<file path="src/rtl/game_ctrl.sv">
// ---------------------------------------------------------------------------
// game_ctrl
//   Pong game-flow controller. It steps through menu_start -> play ->
//   game_over, counts the serve and game-over hold delays in video frames,
//   keeps both scores and gates the ball datapath. The draw modules read
//   game_state. The ball and collision logic read ball_en and ball_rst.
//
//   State encodings (vga_pkg): menu_start = 2'b00, play = 2'b01,
//   game_over = 2'b10.
//
// Ports
//   clk          in   1        pixel clock
//   rst_n        in   1        asynchronous, active-low reset
//   frame_tick   in   1        1-cycle pulse once per video frame
//   start        in   1        debounced start button, level
//   miss_left    in   1        1-cycle pulse: ball passed the left edge
//   miss_right   in   1        1-cycle pulse: ball passed the right edge
//   game_state   out  2        current game state
//   ball_en      out  1        1 = ball may move
//   ball_rst     out  1        1-cycle pulse: recentre the ball
//   score_left   out  SCORE_W  left player score
//   score_right  out  SCORE_W  right player score
//   winner       out  1        0 = left won, 1 = right won (valid in game_over)
// ---------------------------------------------------------------------------
module game_ctrl #(
    parameter int WIN_SCORE    = 5,
    parameter int SERVE_FRAMES = 60,
    parameter int OVER_FRAMES  = 120,
    parameter int SCORE_W      = 4
) (
    input  logic               clk,
    input  logic               rst_n,
    input  logic               frame_tick,
    input  logic               start,
    input  logic               miss_left,
    input  logic               miss_right,
    output logic [1:0]         game_state,
    output logic               ball_en,
    output logic               ball_rst,
    output logic [SCORE_W-1:0] score_left,
    output logic [SCORE_W-1:0] score_right,
    output logic               winner
);

    localparam int CNT_MAX = (SERVE_FRAMES > OVER_FRAMES) ? SERVE_FRAMES : OVER_FRAMES;
    localparam int CNT_W   = $clog2(CNT_MAX + 1);

    localparam logic [CNT_W-1:0]   SERVE_LOAD = CNT_W'(SERVE_FRAMES);
    localparam logic [CNT_W-1:0]   OVER_LOAD  = CNT_W'(OVER_FRAMES);
    localparam logic [CNT_W-1:0]   CNT_ONE    = CNT_W'(1);
    localparam logic [SCORE_W-1:0] WIN_VAL    = SCORE_W'(WIN_SCORE);
    localparam logic [SCORE_W-1:0] SCORE_ONE  = SCORE_W'(1);

    typedef enum logic [1:0] {
        ST_MENU = 2'b00,
        ST_PLAY = 2'b01,
        ST_OVER = 2'b10
    } state_e;

    state_e             state_q, state_d;
    logic [CNT_W-1:0]   cnt_q, cnt_d;
    logic               ball_en_q, ball_en_d;
    logic               ball_rst_q, ball_rst_d;
    logic [SCORE_W-1:0] score_left_q, score_left_d;
    logic [SCORE_W-1:0] score_right_q, score_right_d;
    logic               winner_q, winner_d;
    logic               start_q;

    logic               start_rise;
    logic               any_miss;
    logic [SCORE_W-1:0] pt_left;    // left score if this cycle's miss is awarded
    logic [SCORE_W-1:0] pt_right;   // right score if this cycle's miss is awarded

    // Holding start must not retrigger, so only the rising edge acts.
    assign start_rise = start & ~start_q;
    assign any_miss   = miss_left | miss_right;

    always_comb begin
        // NOTE: every signal written here gets a default first. A path that
        // leaves one unassigned would infer a latch.
        state_d       = state_q;
        cnt_d         = cnt_q;
        ball_en_d     = ball_en_q;
        ball_rst_d    = 1'b0;
        score_left_d  = score_left_q;
        score_right_d = score_right_q;
        winner_d      = winner_q;

        // A miss scores for the opposite player. A simultaneous double
        // miss is a draw point. Scores saturate at WIN_SCORE.
        pt_left  = score_left_q;
        pt_right = score_right_q;
        if (miss_right && !miss_left && (score_left_q != WIN_VAL)) begin
            pt_left = score_left_q + SCORE_ONE;
        end
        if (miss_left && !miss_right && (score_right_q != WIN_VAL)) begin
            pt_right = score_right_q + SCORE_ONE;
        end

        case (state_q)
            ST_MENU: begin
                score_left_d  = '0;
                score_right_d = '0;
                ball_en_d     = 1'b0;
                if (start_rise) begin
                    state_d    = ST_PLAY;
                    ball_rst_d = 1'b1;
                    cnt_d      = SERVE_LOAD;
                    winner_d   = 1'b0;
                end
            end

            ST_PLAY: begin
                if (cnt_q != '0) begin
                    // Serving: the ball is held and misses are ignored.
                    ball_en_d = 1'b0;
                    if (frame_tick) begin
                        cnt_d = cnt_q - CNT_ONE;
                        // Release the ball as the counter reaches zero, so
                        // ball_en rises one cycle after the final tick.
                        if (cnt_q == CNT_ONE) begin
                            ball_en_d = 1'b1;
                        end
                    end
                end else if (any_miss) begin
                    score_left_d  = pt_left;
                    score_right_d = pt_right;
                    ball_en_d     = 1'b0;
                    ball_rst_d    = 1'b1;
                    if ((pt_left == WIN_VAL) || (pt_right == WIN_VAL)) begin
                        state_d  = ST_OVER;
                        winner_d = (pt_right == WIN_VAL);
                        cnt_d    = OVER_LOAD;
                    end else begin
                        cnt_d = SERVE_LOAD;
                    end
                end else begin
                    ball_en_d = 1'b1;
                end
            end

            ST_OVER: begin
                // Scores stay frozen. start is ignored until the hold expires.
                ball_en_d = 1'b0;
                if (cnt_q != '0) begin
                    if (frame_tick) begin
                        cnt_d = cnt_q - CNT_ONE;
                    end
                end else if (start_rise) begin
                    state_d       = ST_MENU;
                    score_left_d  = '0;
                    score_right_d = '0;
                end
            end

            default: begin
                // An unreachable encoding recovers to the menu.
                state_d       = ST_MENU;
                cnt_d         = '0;
                ball_en_d     = 1'b0;
                score_left_d  = '0;
                score_right_d = '0;
            end
        endcase
    end

    always_ff @(posedge clk or negedge rst_n) begin
        if (!rst_n) begin
            state_q       <= ST_MENU;
            cnt_q         <= '0;
            ball_en_q     <= 1'b0;
            ball_rst_q    <= 1'b0;
            score_left_q  <= '0;
            score_right_q <= '0;
            winner_q      <= 1'b0;
            start_q       <= 1'b0;
        end else begin
            // NOTE: sequential state uses non-blocking assignments, so every
            // flop samples the values from before this edge.
            state_q       <= state_d;
            cnt_q         <= cnt_d;
            ball_en_q     <= ball_en_d;
            ball_rst_q    <= ball_rst_d;
            score_left_q  <= score_left_d;
            score_right_q <= score_right_d;
            winner_q      <= winner_d;
            start_q       <= start;
        end
    end

    assign game_state  = state_q;
    assign ball_en     = ball_en_q;
    assign ball_rst    = ball_rst_q;
    assign score_left  = score_left_q;
    assign score_right = score_right_q;
    assign winner      = winner_q;

endmodule

</file>
<file path="config.mk">
export PLATFORM = sky130hd
export DESIGN_NAME = game_ctrl
export DESIGN_NICKNAME = d
export VERILOG_FILES = /design/src/rtl/game_ctrl.sv
export SDC_FILE = /design/constraint.sdc
export NUM_CORES = 1
export LEC_CHECK = 0
export CAP_MARGIN = 20
export CORE_ASPECT_RATIO = 2
export CORE_MARGIN = 3
export CORE_UTILIZATION = 50
export CTS_CLUSTER_DIAMETER = 200
export CTS_CLUSTER_SIZE = 20
export DETAILED_ROUTE_END_ITERATION = 12
export DONT_BUFFER_PORTS = 1
export PLACE_DENSITY = 0.62
export SLEW_MARGIN = 20
export SYNTH_ARGS = -nofsm -noshare
export SYNTH_HDL_FRONTEND = slang
export SYNTH_SLANG_ARGS = --single-unit
</file>
<file path="constraint.sdc">
create_clock -name clk -period 2.35 [get_ports clk]
set_clock_uncertainty 0.15 [all_clocks]
set_input_delay 0.1175 -clock clk [delete_from_list [all_inputs] [get_ports clk]]
set_output_delay 0.1175 -clock clk [all_outputs]
set_load 0.005 [all_outputs]
</file>
==> results.md <==
- Die ar.: 0.00350 mm^2
- # IOs: 19
- Drt drc: 0
- Crit. Startpoint: cnt_q[4]$_DFFE_PN0P_
- Clk buf depth: 2
- WL final: 3600 um
- Die width: 43.4 um
- FF+latch count, synth: 21
- DR WL/cell: 17.8 um
- DR iter-0 viols: 42
- GRT Total Usage: 0.222
- Critical path type: reg2reg
- Max Clock Freq: 451 MHz
- Worst Tran Pin Value: 0.984 ns
- CTS tree: done
- Tcrit/Tclk final: 0.945
- Fin. Hold Viols: 0
- Mean area per synthesized cell: 8.67 um^2
- Area of the core: 0.00260 mm^2
- Final setup fails: 0
- Commonest non-fill, non-tap cells in the layout: dfrtp_1 (21), o21ai_0 (20), nor2_1 (12), nand2_1 (12), a21oi_1 (11)
- TritonCTS Buffers: 3
- Reg power frac: 0.497
- Hold Path Class: in2reg
- Ant diodes: 0
- Unrepaired setup endpoints after global routing: false
- Fraction of registers with async set/reset: 1.00
- Largest stage delay, worst path: 0.60 ns
- Switching power: 0.300 mW
- Crit. End Element: flip-flop
- CP max stage cell: or4_4
- Die height: 80.7 um
- Syn_nets: 174
- Fin nets: 188
- Layout area overhead: 12.7%
- Crit-path max FO: 5
- Status: finished, final reports clean
- Most common cell after layout, fill and taps aside: dfrtp_1
- WHS: 0.0498 ns
- Peak supply drop: 367 uV
- Yosys cell types: 41
- Share of post-route cells with drive strength above 1: 0.121
- Crit path time final: 2.22 ns
- Reg2reg start: cnt_q[4]$_DFFE_PN0P_
- Layout Cells excl Fill: 202
- Setup Fix Bufs, Post-CTS: 0
- Number of global-route vias before repair: 1382
- Yosys warning total: 0
- Largest net degree at the start of global routing: 22
- CTS clk-pin slew, worst paths: 0.09 ns
- Synth Cell Area: 0.00140 mm^2
- Initial antenna violation count: 0
- Sw Share: 0.330
- Gate power share: 0.229
- Root Driver: clkbuf_8
- Max-slew headroom: 0.342
- Top_reg_cell synth: dfrtp_1
- Std-Cell Rows: 26
- Vias: 1277
- Internal: 0.609 mW
- Max_cap viols: 0
- Number of fillers in the final layout: 253
- Dpl cells: 194
- H-tree depth: 1
- TNS Setup: 0 ns
- GPL Wtd Cong: 0.875
- First-pass GRT wire length: 6030 um
- Slew Limit Fails: 0
- GRT overflow: 0
- Power density cells: 578 mW/mm^2
- Post-Synthesis Cells: 161
- Vias/cell: 6.32
- Initial Utilization: 0.537
- EDFF count, synth: 0
- Buffers added on ports: 0
- TritonCTS Sinks: 21
- Clock Latency Late Sink: 0.27 ns
- CP cell instances: or4_4, buf_4, or4_1, a22oi_1, a21oi_1, o31ai_1
- Routed Antenna Nets: 0
- Leak: 0.656 nW
- Worst hold start: miss_right
- CP Data Required Time: 2.38 ns
- Seq/Total Area, Yosys: 0.376
- DP HPWL: 2730 um
- Detailed Routing Iterations Pass 1: 4
- Clock share of power: 0.274
- Crit path DAT: 2.25 ns
- CP Launch Type: flip-flop
layer usage:
layer,global-route usage,up-vias,routed length [um]
li1,-,620,-
met1,0.218,620,1290
met2,0.418,28,2070
met3,0.0421,9,146
met4,0.115,0,87
met5,0,-,0
flip-flops by register name (all words and copies together) (netlist names):
register and count:
score_right 4, start_q 1, game_state 2, score_left 4, ball_rst 1, winner 1, cnt_q 7, ball_en 1
Yosys cell counts (2+ instances only):
cell type / number / share of area
ha_1: 7 / 0.063
or4_1: 3 / 0.016
nand2b_1: 6 / 0.027
nand2_1: 12 / 0.032
o21a_1: 3 / 0.016
a222oi_1: 3 / 0.022
a21oi_1: 11 / 0.039
xnor2_1: 4 / 0.025
o41ai_1: 2 / 0.013
nor2b_1: 7 / 0.031
nand3_1: 6 / 0.022
nor4_1: 3 / 0.013
nor2_1: 12 / 0.032
o21ai_0: 20 / 0.072
dfrtp_1: 21 / 0.38
nor4b_1: 2 / 0.013
clkbuf_1: 4 / 0.011
a22oi_1: 2 / 0.011
inv_1: 8 / 0.022
o31ai_1: 4 / 0.022
through the flow:
step           power (mW)  utilization  cell area [um^2]  setup WS, ns
2_1_floorplan       0.600            -              1400         0.177
3_3_place_gp        0.641        0.569              1480         0.139
3_5_place_dp        0.645        0.569              1480        0.0883
4_1_cts             0.902        0.602              1570        0.0677
5_1_grt             0.955        0.605              1570       0.00465
6_report            0.909        0.605              1570         0.130
cells by family (layout without fill, tap and decap cells):
group	Yosys count	count (layout)	share of synthesized area
multiplexers	1	1	0.00806
AO/OA/AOI/OAI	57	57	0.262
AND/OR/NAND/NOR	57	57	0.223
buffers and inverters	14	27	0.0430
adder cells (fa/ha/maj)	7	7	0.0627
flip-flops	21	21	0.376
XOR/XNOR	4	4	0.0251
worst max-delay path, delay by kind of cell, from the launching register on:
| family | cells | cell delay (ns) |
|---|---|---|
| AND/OR/NAND/NOR | 2 | 1.06 |
| flip-flops | 1 | 0.44 |
| AO/OA/AOI/OAI | 3 | 0.30 |
| buffers and inverters | 1 | 0.17 |
final timing paths:
check                           slack, ns                    endpoint  cells after the start
worst min-delay path                 0.05           ball_en$_DFF_PN0_                      3
max in group asynchronous            1.15  score_right[3]$_DFFE_PN0P_                      1
min in group asynchronous            0.30   score_left[3]$_DFFE_PN0P_                      1
worst min register to register       0.38           ball_en$_DFF_PN0_                      1
worst max register to register       0.13        cnt_q[6]$_DFFE_PN0P_                      6
worst max-delay path                 0.13        cnt_q[6]$_DFFE_PN0P_                      6
layout make-up:
cell class              instances  area (um^2)  share of cell area
repair buffers                 14          115              0.0731
inverters                       9         33.8              0.0215
flip-flops and latches         21          526               0.334
well taps                      28         35.0              0.0223
multi-input cells             126          818               0.520
clock buffers                   3         41.3              0.0262
clock inverters                 1         5.00             0.00318
power by group through the flow:
stage / Clock [mW] / Sequential (mW) / Combinational (mW)
after floorplan: 0 / 0.442 / 0.158
after global placement: 0 / 0.449 / 0.191
after detailed placement: 0 / 0.452 / 0.193
after CTS: 0.250 / 0.445 / 0.207
after global routing: 0.259 / 0.458 / 0.238
final: 0.249 / 0.452 / 0.208
repair_timing:
| item | 4_1_cts | 5_1_grt |
|---|---|---|
| hold endpoints to repair | 28 | 0 |
| hold buffers | 4 | 0 |
| setup endpoints to repair | 0 | 2 |
| resized for setup | 0 | 2 |
Power figures use the tool's default switching activity.
